### config.mk
export PLATFORM = sky130hd
export DESIGN_NAME = mem_access_ctrl
export DESIGN_NICKNAME = d
export VERILOG_FILES = /design/src/rtl/mem_access_ctrl_pkg.sv /design/src/rtl/mem_access_ctrl_load_extend.sv /design/src/rtl/mem_access_ctrl.sv
export SDC_FILE = /design/constraint.sdc
export NUM_CORES = 1
export LEC_CHECK = 0
export ABC_CLOCK_PERIOD_IN_PS = 2400
export CAP_MARGIN = 10
export CELL_PAD_IN_SITES_DETAIL_PLACEMENT = 0
export CELL_PAD_IN_SITES_GLOBAL_PLACEMENT = 2
export CORE_ASPECT_RATIO = 1.2
export CORE_MARGIN = 5
export CORE_UTILIZATION = 19
export DETAILED_ROUTE_END_ITERATION = 8
export PLACE_DENSITY_LB_ADDON = 0.1
export SLEW_MARGIN = 30
export SYNTH_ARGS = -nofsm -noshare
export SYNTH_HDL_FRONTEND = slang
export SYNTH_SLANG_ARGS = --single-unit
### constraint.sdc
create_clock -name clk -period 2.4 [get_ports clk]
set_clock_uncertainty 0.15 [all_clocks]
set_input_delay 0.48 -clock clk [delete_from_list [all_inputs] [get_ports clk]]
set_output_delay 0.48 -clock clk [all_outputs]
set_load 0.02 [all_outputs]
### src/rtl/mem_access_ctrl_pkg.sv
// mem_access_ctrl shared definitions.
// Op codes, bus sizes, FSM states and the bus size decoder.
package mem_access_ctrl_pkg;

  localparam logic [7:0] EXE_LB_OP  = 8'b1110_0000;
  localparam logic [7:0] EXE_LH_OP  = 8'b1110_0001;
  localparam logic [7:0] EXE_LW_OP  = 8'b1110_0011;
  localparam logic [7:0] EXE_LBU_OP = 8'b1110_0100;
  localparam logic [7:0] EXE_LHU_OP = 8'b1110_0101;
  localparam logic [7:0] EXE_SB_OP  = 8'b1110_1000;
  localparam logic [7:0] EXE_SH_OP  = 8'b1110_1001;
  localparam logic [7:0] EXE_SW_OP  = 8'b1110_1011;

  localparam logic [1:0] DSIZE_BYTE = 2'd0;
  localparam logic [1:0] DSIZE_HALF = 2'd1;
  localparam logic [1:0] DSIZE_WORD = 2'd2;

  typedef enum logic [1:0] {
    MEMS_IDLE = 2'd0,
    MEMS_ADDR = 2'd1,
    MEMS_DATA = 2'd2,
    MEMS_HOLD = 2'd3
  } mems_t;

  // Stores size from their strobes, loads from the op code.
  function automatic logic [1:0] f_size(
    input logic [7:0] op,
    input logic [3:0] wen
  );
    logic [1:0] s;
    s = DSIZE_BYTE;
    if (wen != 4'b0000) begin
      if (wen == 4'b1111)
        s = DSIZE_WORD;
      else if (wen == 4'b1100 || wen == 4'b0011)
        s = DSIZE_HALF;
    end else begin
      if (op == EXE_LW_OP)
        s = DSIZE_WORD;
      else if (op == EXE_LH_OP || op == EXE_LHU_OP)
        s = DSIZE_HALF;
    end
    return s;
  endfunction

endpackage

### src/rtl/mem_access_ctrl_load_extend.sv
// load_extend: picks the addressed lane of a read word
// and sign- or zero-extends it for write-back.
module load_extend
  import mem_access_ctrl_pkg::*;
(
  input  logic [7:0]  i_op,
  input  logic [1:0]  i_off,
  input  logic [31:0] i_rdata,
  output logic [31:0] o_result
);

  logic [7:0]  w_byte;
  logic [15:0] w_half;

  // Lane select: byte by offset, half by offset bit 1.
  always_comb begin
    w_byte = i_rdata[7:0];
    unique case (i_off)
      2'd0: w_byte = i_rdata[7:0];
      2'd1: w_byte = i_rdata[15:8];
      2'd2: w_byte = i_rdata[23:16];
      2'd3: w_byte = i_rdata[31:24];
      default: w_byte = i_rdata[7:0];
    endcase
    w_half = i_off[1] ? i_rdata[31:16] : i_rdata[15:0];
  end

  // Extension by load type; unknown ops give zero.
  always_comb begin
    o_result = '0;
    unique case (1'b1)
      (i_op == EXE_LB_OP):  o_result = {{24{w_byte[7]}}, w_byte};
      (i_op == EXE_LBU_OP): o_result = {24'd0, w_byte};
      (i_op == EXE_LH_OP):  o_result = {{16{w_half[15]}}, w_half};
      (i_op == EXE_LHU_OP): o_result = {16'd0, w_half};
      (i_op == EXE_LW_OP):  o_result = i_rdata;
      default:              o_result = '0;
    endcase
  end

endmodule

### src/rtl/mem_access_ctrl.sv
// mem_access_ctrl: MEM-stage data-RAM access on a req/resp bus.
// One access in flight; stalls the pipe until the response.
module mem_access_ctrl
  import mem_access_ctrl_pkg::*;
#(
  parameter int ADDR_W = 32,
  parameter int DATA_W = 32
) (
  input  logic              clk,
  input  logic              resetn,
  input  logic              mem_en,
  input  logic [3:0]        mem_wen,
  input  logic [7:0]        mem_op,
  input  logic [ADDR_W-1:0] mem_addr,
  input  logic [DATA_W-1:0] mem_wdata,
  input  logic              flush,
  input  logic              wb_allowin,
  output logic              data_req,
  output logic              data_wr,
  output logic [1:0]        data_size,
  output logic [ADDR_W-1:0] data_addr,
  output logic [3:0]        data_wstrb,
  output logic [DATA_W-1:0] data_wdata,
  input  logic              data_addr_ok,
  input  logic              data_data_ok,
  input  logic [DATA_W-1:0] data_rdata,
  output logic              mem_stall,
  output logic              load_valid,
  output logic [DATA_W-1:0] load_data,
  output logic              addr_err_l,
  output logic              addr_err_s
);

  mems_t             r_state;
  logic [7:0]        r_op;
  logic [1:0]        r_off;
  logic              r_wr;
  logic              r_kill;
  logic [DATA_W-1:0] r_rdata;

  logic              w_is_lw;
  logic              w_is_lh;
  logic              w_is_st;
  logic              w_wr;
  logic              w_mis_l;
  logic              w_mis_s;
  logic              w_start;
  logic              w_req;
  logic              w_idle;
  logic              w_addr;
  logic              w_data;
  logic              w_hold;
  logic [DATA_W-1:0] w_src;

  assign w_idle = (r_state == MEMS_IDLE);
  assign w_addr = (r_state == MEMS_ADDR);
  assign w_data = (r_state == MEMS_DATA);
  assign w_hold = (r_state == MEMS_HOLD);

  assign w_is_lw = (mem_op == EXE_LW_OP);
  assign w_is_lh = (mem_op == EXE_LH_OP)
                 | (mem_op == EXE_LHU_OP);
  assign w_is_st = (mem_op == EXE_SW_OP)
                 | (mem_op == EXE_SH_OP)
                 | (mem_op == EXE_SB_OP);
  assign w_wr    = |mem_wen;

  assign w_mis_l = (w_is_lw & |mem_addr[1:0])
                 | (w_is_lh & mem_addr[0]);
  assign w_mis_s = w_is_st & ~w_wr;

  // Reset gating keeps every status output low while resetn is low.
  assign addr_err_l = resetn & mem_en & w_mis_l;
  assign addr_err_s = resetn & mem_en & w_mis_s;

  assign w_start = resetn & mem_en & ~flush
                 & ~w_mis_l & ~w_mis_s & w_idle;
  assign w_req   = w_start | w_addr;

  assign data_req   = w_req;
  assign data_wr    = w_req & w_wr;
  assign data_size  = w_req ? f_size(mem_op, mem_wen)
                            : DSIZE_BYTE;
  assign data_addr  = mem_addr;
  assign data_wstrb = mem_wen;
  assign data_wdata = mem_wdata;

  assign mem_stall = w_start | w_addr
                   | (w_data & ~(data_data_ok & wb_allowin))
                   | (w_hold & ~wb_allowin);

  assign load_valid = ~r_wr & ~r_kill & wb_allowin
                    & ((w_data & data_data_ok & ~flush)
                       | w_hold);

  // Bypass the bus word on the response cycle so no extra stall is needed.
  assign w_src = w_data ? data_rdata : r_rdata;

  load_extend u_ext (
    .i_op     (r_op),
    .i_off    (r_off),
    .i_rdata  (w_src),
    .o_result (load_data)
  );

  // Access FSM: issue, wait for address, wait for data, hold for WB.
  always_ff @(posedge clk or negedge resetn) begin
    if (!resetn) begin
      r_state <= MEMS_IDLE;
      r_op    <= '0;
      r_off   <= '0;
      r_wr    <= 1'b0;
      r_kill  <= 1'b0;
      r_rdata <= '0;
    end else begin
      unique case (r_state)
        MEMS_IDLE: begin
          r_kill <= 1'b0;
          if (w_start) begin
            r_op    <= mem_op;
            r_off   <= mem_addr[1:0];
            r_wr    <= w_wr;
            r_state <= data_addr_ok ? MEMS_DATA : MEMS_ADDR;
          end
        end
        MEMS_ADDR: begin
          if (flush)
            r_kill <= 1'b1;
          if (data_addr_ok)
            r_state <= MEMS_DATA;
        end
        MEMS_DATA: begin
          if (flush)
            r_kill <= 1'b1;
          if (data_data_ok) begin
            r_rdata <= data_rdata;
            if (wb_allowin) begin
              r_state <= MEMS_IDLE;
              r_kill  <= 1'b0;
            end else begin
              r_state <= MEMS_HOLD;
            end
          end
        end
        MEMS_HOLD: begin
          if (wb_allowin) begin
            r_state <= MEMS_IDLE;
            r_kill  <= 1'b0;
          end
        end
        default: r_state <= MEMS_IDLE;
      endcase
    end
  end

endmodule
After elaboration in Yosys (flattened, before gate mapping)
Index checks and enable logic that the tools add are counted.
Operators by class
  add/sub/neg operators: 0
  multipliers: 0
  divide/modulo/power cells: 0
  $lt $le $gt $ge: 0
  eq/ne operators: 24
  shifts and indexed selects: 0
  muxes and demuxes: 22
  bitwise gates (word level): 35
  reductions and logical operators: 10
Operators by type and width (number)
  32-bit one-hot mux with 5 select lines: 1
  8-bit equality test (second input constant): 11
  32-bit 2-to-1 mux: 1
  8-bit one-hot mux with 4 select lines: 1
  2-bit 2-to-1 mux: 10
  1-bit bitwise AND: 19
  16-bit 2-to-1 mux: 1
  2-bit equality test (second input constant): 4
  4-bit equality test (second input constant): 2
  2-bit inequality test (second input constant): 4
  1-bit NOT: 8
  1-bit OR: 8
  2-bit one-hot mux with 4 select lines: 1
  1-bit 2-to-1 mux: 6
  2-bit by 1-bit equality test with 1-bit output (second input constant): 2
  4-bit by 2-bit equality test with 1-bit output (second input constant): 1
  2-bit zero test: 2
  1-bit one-hot mux with 4 select lines: 1
  2-bit AND reduction: 2
  4-bit AND reduction: 1
  4-bit nonzero test: 1
  4-bit OR reduction: 1
  1-bit logical OR: 2
  2-bit OR reduction: 1
Storage, ports and cells
  register bits after elaboration: 46
  bits in latches: 0
  bits in writable memories: 0
  memory bits (read-only): 0
  bits of input ports: 115
  output and inout port bits: 108
  word-level logic and storage cells: 97
  memories: 0

Depth between registers and ports, before layout
  depth in word-level cells: 11
  depth in mapped cells: 10
  depth with buffers taken out: 7

Modules after synthesis
Synthesis repeated with hierarchy kept, for this count alone.
Second synthesis, totals
  cell total of the unflattened synthesis: 376
  area, all modules: 3918.8 µm²
By module, submodules not included
  mem_access_ctrl: instances 1, cells an instance 261, area an instance 2980.4 µm²
  load_extend: instances 1, cells an instance 115, area an instance 938.4 µm²

Least setup slack after synthesis
No wires, ideal clock.
  kind: register -> output
  start: register r_state[0]
  end: output port load_valid
  arrival time: 2.182 ns
  data required time: 1.770 ns
  slack: -0.412 ns
  stages on the path, launching flop included: 10
  cells stage by stage: dfrtp_1 -> inv_1 -> ha_1 -> buf_6 -> buf_4 -> buf_2 -> nand2_1 -> nor2_1 -> nor2_1 -> nor4b_1
On the way
  longest elaborated chain between the ends: 5
  elaborated cells between the ends (all ways): 6
  classes of those cells: 2 x eq/ne; 4 x bitwise
Ends and longest elaborated chain
  from (decl): line mem_access_ctrl.sv:34  | mems_t r_state;
  from (signal assigned): line mem_access_ctrl.sv:123  | r_state <= data_addr_ok ? MEMS_DATA : MEMS_ADDR;
  2-bit equality test: line mem_access_ctrl.sv:57  | assign w_data = (r_state == MEMS_DATA);
  1-bit bitwise AND (2 in a row): line mem_access_ctrl.sv:93  | & ((w_data & data_data_ok & ~flush)
  1-bit OR (*): line mem_access_ctrl.sv:94  | | w_hold);
  1-bit bitwise AND (*): line mem_access_ctrl.sv:93
  to (decl): line mem_access_ctrl.sv:28  | output logic load_valid,
Every way passes the cells marked *; elsewhere a longest branch is shown, timed or not.

Worst setup path after layout
  start: register r_state[1]
  end: output port load_data[12]
On the way
  longest elaborated chain between the ends: 4
  elaborated cells between the ends (all ways): 5
  classes of those cells: 1 x eq/ne; 4 x mux
Ends and longest elaborated chain
  2-bit equality test (*): line mem_access_ctrl.sv:57
  32-bit 2-to-1 mux (*): line mem_access_ctrl.sv:97  | assign w_src = w_data ? data_rdata : r_rdata;
  8-bit one-hot mux with 4 select lines or 16-bit 2-to-1 mux (tied branches): line mem_access_ctrl_load_extend.sv:18, mem_access_ctrl_load_extend.sv:25
  32-bit one-hot mux with 5 select lines (*): line mem_access_ctrl_load_extend.sv:31  | unique case (1'b1)
  to (decl): line mem_access_ctrl.sv:29  | output logic [DATA_W-1:0] load_data,
Marked as above.

==> flow_summary.yaml <==
placed_design:
  dp_hpwl_um: 10300
  portBuffers: 98
  post-place-ws_ps: -1080
  place.gp.congestion: 0.717
  placed_cell_area_mm2: 0.00529
floorplanning:
  die_y_um: 162
  core_area_mm2: 0.0189
  rows: 55
  die_area_mm2: 0.0222
  pin_count: 223
  initial_core_util: 0.194
  die_w_um: 137
clock_network:
  clk_path_buf_depth: 2
  insertion_delay_ps: 290
  clock-sinks: 46
  cts_made_buffers: 5
  cts_root_buffer: "clkbuf_16"
  cts-htree-levels: 2
  clk_pin_slew_worst_paths_ps: 60
  cts_tree: "done"
layout:
  n_antenna_cell: 0
  final_cell_mix: "101 x buf_4, 58 x mux2_2, 46 x dfrtp_1"
  layout.nets: 618
  drive_above_1_share: 0.598
  multi_input_area_mm2: 0.00225
  syn_to_final_growth_pct: 58.2
  final_area_mm2: 0.00582
  fill_cells: 1962
  regArea_mm2: 0.00115
  mostFrequentLayoutCell: "buf_4"
setup_path:
  path_max_fanout: 5
  path_delay_family: "simple AND/OR/NAND/NOR gates"
  critPathMostFrequentCell: "buf_4"
  crit_slowest_cell: "or4b_4"
  cp.depth: 8
  critical_path_required_ps: 1770
  r2r-end: "r_state[0]"
  arrival_ps: 2400
  cp_num_buf_inv: 3
  end_kind: "output port"
  r2r_slack_ps: 240
  crit_chain: "ha_4 -> mux4_2 -> mux2i_4 -> buf_4 -> buf_6 -> or4b_4 -> o221ai_2 -> buf_4"
  worstSetupPathType: "flop to output port"
  reg2reg_depth: 9
  crit_start: "r_state[1]"
  startpoint_type: "flop"
  slowest_delay_ps: 530
  rr_startpoint: "r_state[1]"
synth:
  ys_ff_latch: 46
  yosys_warnings: 0
  synth_area_leaders: "dfrtp_1 31%, mux2_2 18%, buf_4 14%, mux2i_1 4.9%, mux4_2 4.3%"
  synthCells: 362
  async_flop_share: 1.00
  netlist_area_mm2: 0.00368
  synth_nets: 482
  ys.flop_type: "dfrtp_1"
  synth_top_area_frac: 0.313
  yosysTopAreaCell: "dfrtp_1"
  synth.yosys.seq_area_share: 0.313
  synth.distinct_cells: 44
  synth_area_per_cell_um2: 10.2
  synth-edff-count: 0
routing:
  drt-total-wl_um: 12900
  vias: 3168
  vias_per_cell: 4.20
  drt_iter0_markers: 95
  drc: 0
  wire_per_inst_um: 17.1
  drtAntennaViolNets: 0
  drtPass1Iterations: 4
sta:
  slew_viol_final: 0
  setup_slack_ps: -629
  max_freq_mhz: 330
  hold_violations: 0
  grt_setup_unrepaired: "yes"
  relSlewSlack: 0.563
  setup_viol: 35
  tightestPinTransition_ps: 656
  period_share: 1.26
  finalCriticalPeriod_ps: 3030
power_and_ir_drop:
  ir_drop_v: 0.000316
  p_per_area_mw_per_mm2: 1030
  p_total_mw: 6.01
  power_leakage_nw: 2.47
outcome:
  status: "complete, but fails checks"
  violations: "negative setup slack"
hold_path:
  hold_class: "input pin to async pin"
run:
  drv_cap: 0
grt:
  grt_pass1_wl_um: 19800
  antenna_found_initial: 1
  grt_pass1_vias: 3411
  gr-total-overflow: 0
  grt_start_max_net_pins: 47
  grt.total_usage: 0.116
==> final cells by class <==
class | count | area share
clock buffers | 7 | 0.0228
inverters | 7 | 0.00495
multi-input cells | 224 | 0.386
flip-flops and latches | 46 | 0.198
well taps | 256 | 0.0551
repair buffers | 214 | 0.333
==> what timing repair did <==
item	in CTS	in global routing
hold buffers	0	0
setup buffers	8	9
pin swaps	12	10
gates resized for setup	271	49
cloned	1	0
setup endpoints to repair	40	39
==> metal layers <==
| metal | vias up | global-route usage | routed length, um |
|---|---|---|---|
| met5 | - | 0 | 0 |
| li1 | 1506 | - | - |
| met3 | 13 | 0.0290 | 727 |
| met4 | 0 | 0.0254 | 132 |
| met2 | 94 | 0.212 | 6790 |
| met1 | 1555 | 0.135 | 5260 |
==> worst register-to-register path: stages (launching register included) <==
cell and delay [ps]:
dfrtp_1 420, buf_4 150, buf_6 120, ha_2 180, nand2b_1 100, buf_4 110, buf_4 100, o221ai_1 110
a21oi_1 240, mux2_2 370
==> kinds of logic (layout without fill, tap and decap cells) <==
family	after synthesis	count (layout)	share of synthesized area
AND/OR/NAND/NOR	83	83	0.114
flip-flops	46	46	0.313
AO/OA/AOI/OAI	52	52	0.107
adder cells (fa/ha/maj)	5	5	0.0170
multiplexers	84	84	0.276
buffers and inverters	92	228	0.174
==> how the worst max path moves through the flow <==
stage                         end
floorplan           load_data[28]
global placement    load_data[25]
detailed placement  load_data[27]
CTS                 load_data[25]
global route        load_data[25]
finish              load_data[12]
==> Yosys cell counts, types with 2 or more instances <==
master / instances
buf_4: 70
mux2_2: 58
dfrtp_1: 46
nand2_1: 34
mux2i_1: 18
nor2_1: 12
nor3_1: 11
o21ai_0: 11
nand2b_1: 9
a21oi_1: 8
buf_2: 7
inv_1: 7
mux4_2: 7
clkbuf_1: 5
ha_1: 5
o221ai_1: 5
a221o_1: 4
a22oi_1: 4
a32o_1: 4
o21ba_2: 4
buf_6: 3
nor2b_1: 3
o21ai_1: 3
and2_1: 2
and3_1: 2
nand3_1: 2
==> flip-flops by register name (all words and copies together) (netlist names) <==
register and flops:
r_kill 1, r_off 2, r_op 8, r_rdata 32, r_state 2, r_wr 1
==> power by group <==
group | internal (mW) | switching [mW]
registers | 1.17 | 0.256
clock network | 0.382 | 0.306
logic | 2.22 | 1.67
total | 3.78 | 2.24
==> through the flow <==
stage	setup TNS [ps]	instances	util	hold slack, ps
5_1_grt	-21350	754	0.307	354
3_5_place_dp	-35820	730	0.280	343
3_3_place_gp	-35730	730	0.280	334
6_report	-18040	754	0.307	303
4_1_cts	-18700	745	0.296	330
2_1_floorplan	-4710	362	-	34.4
No activity file was read; power rests on OpenSTA's default activity.
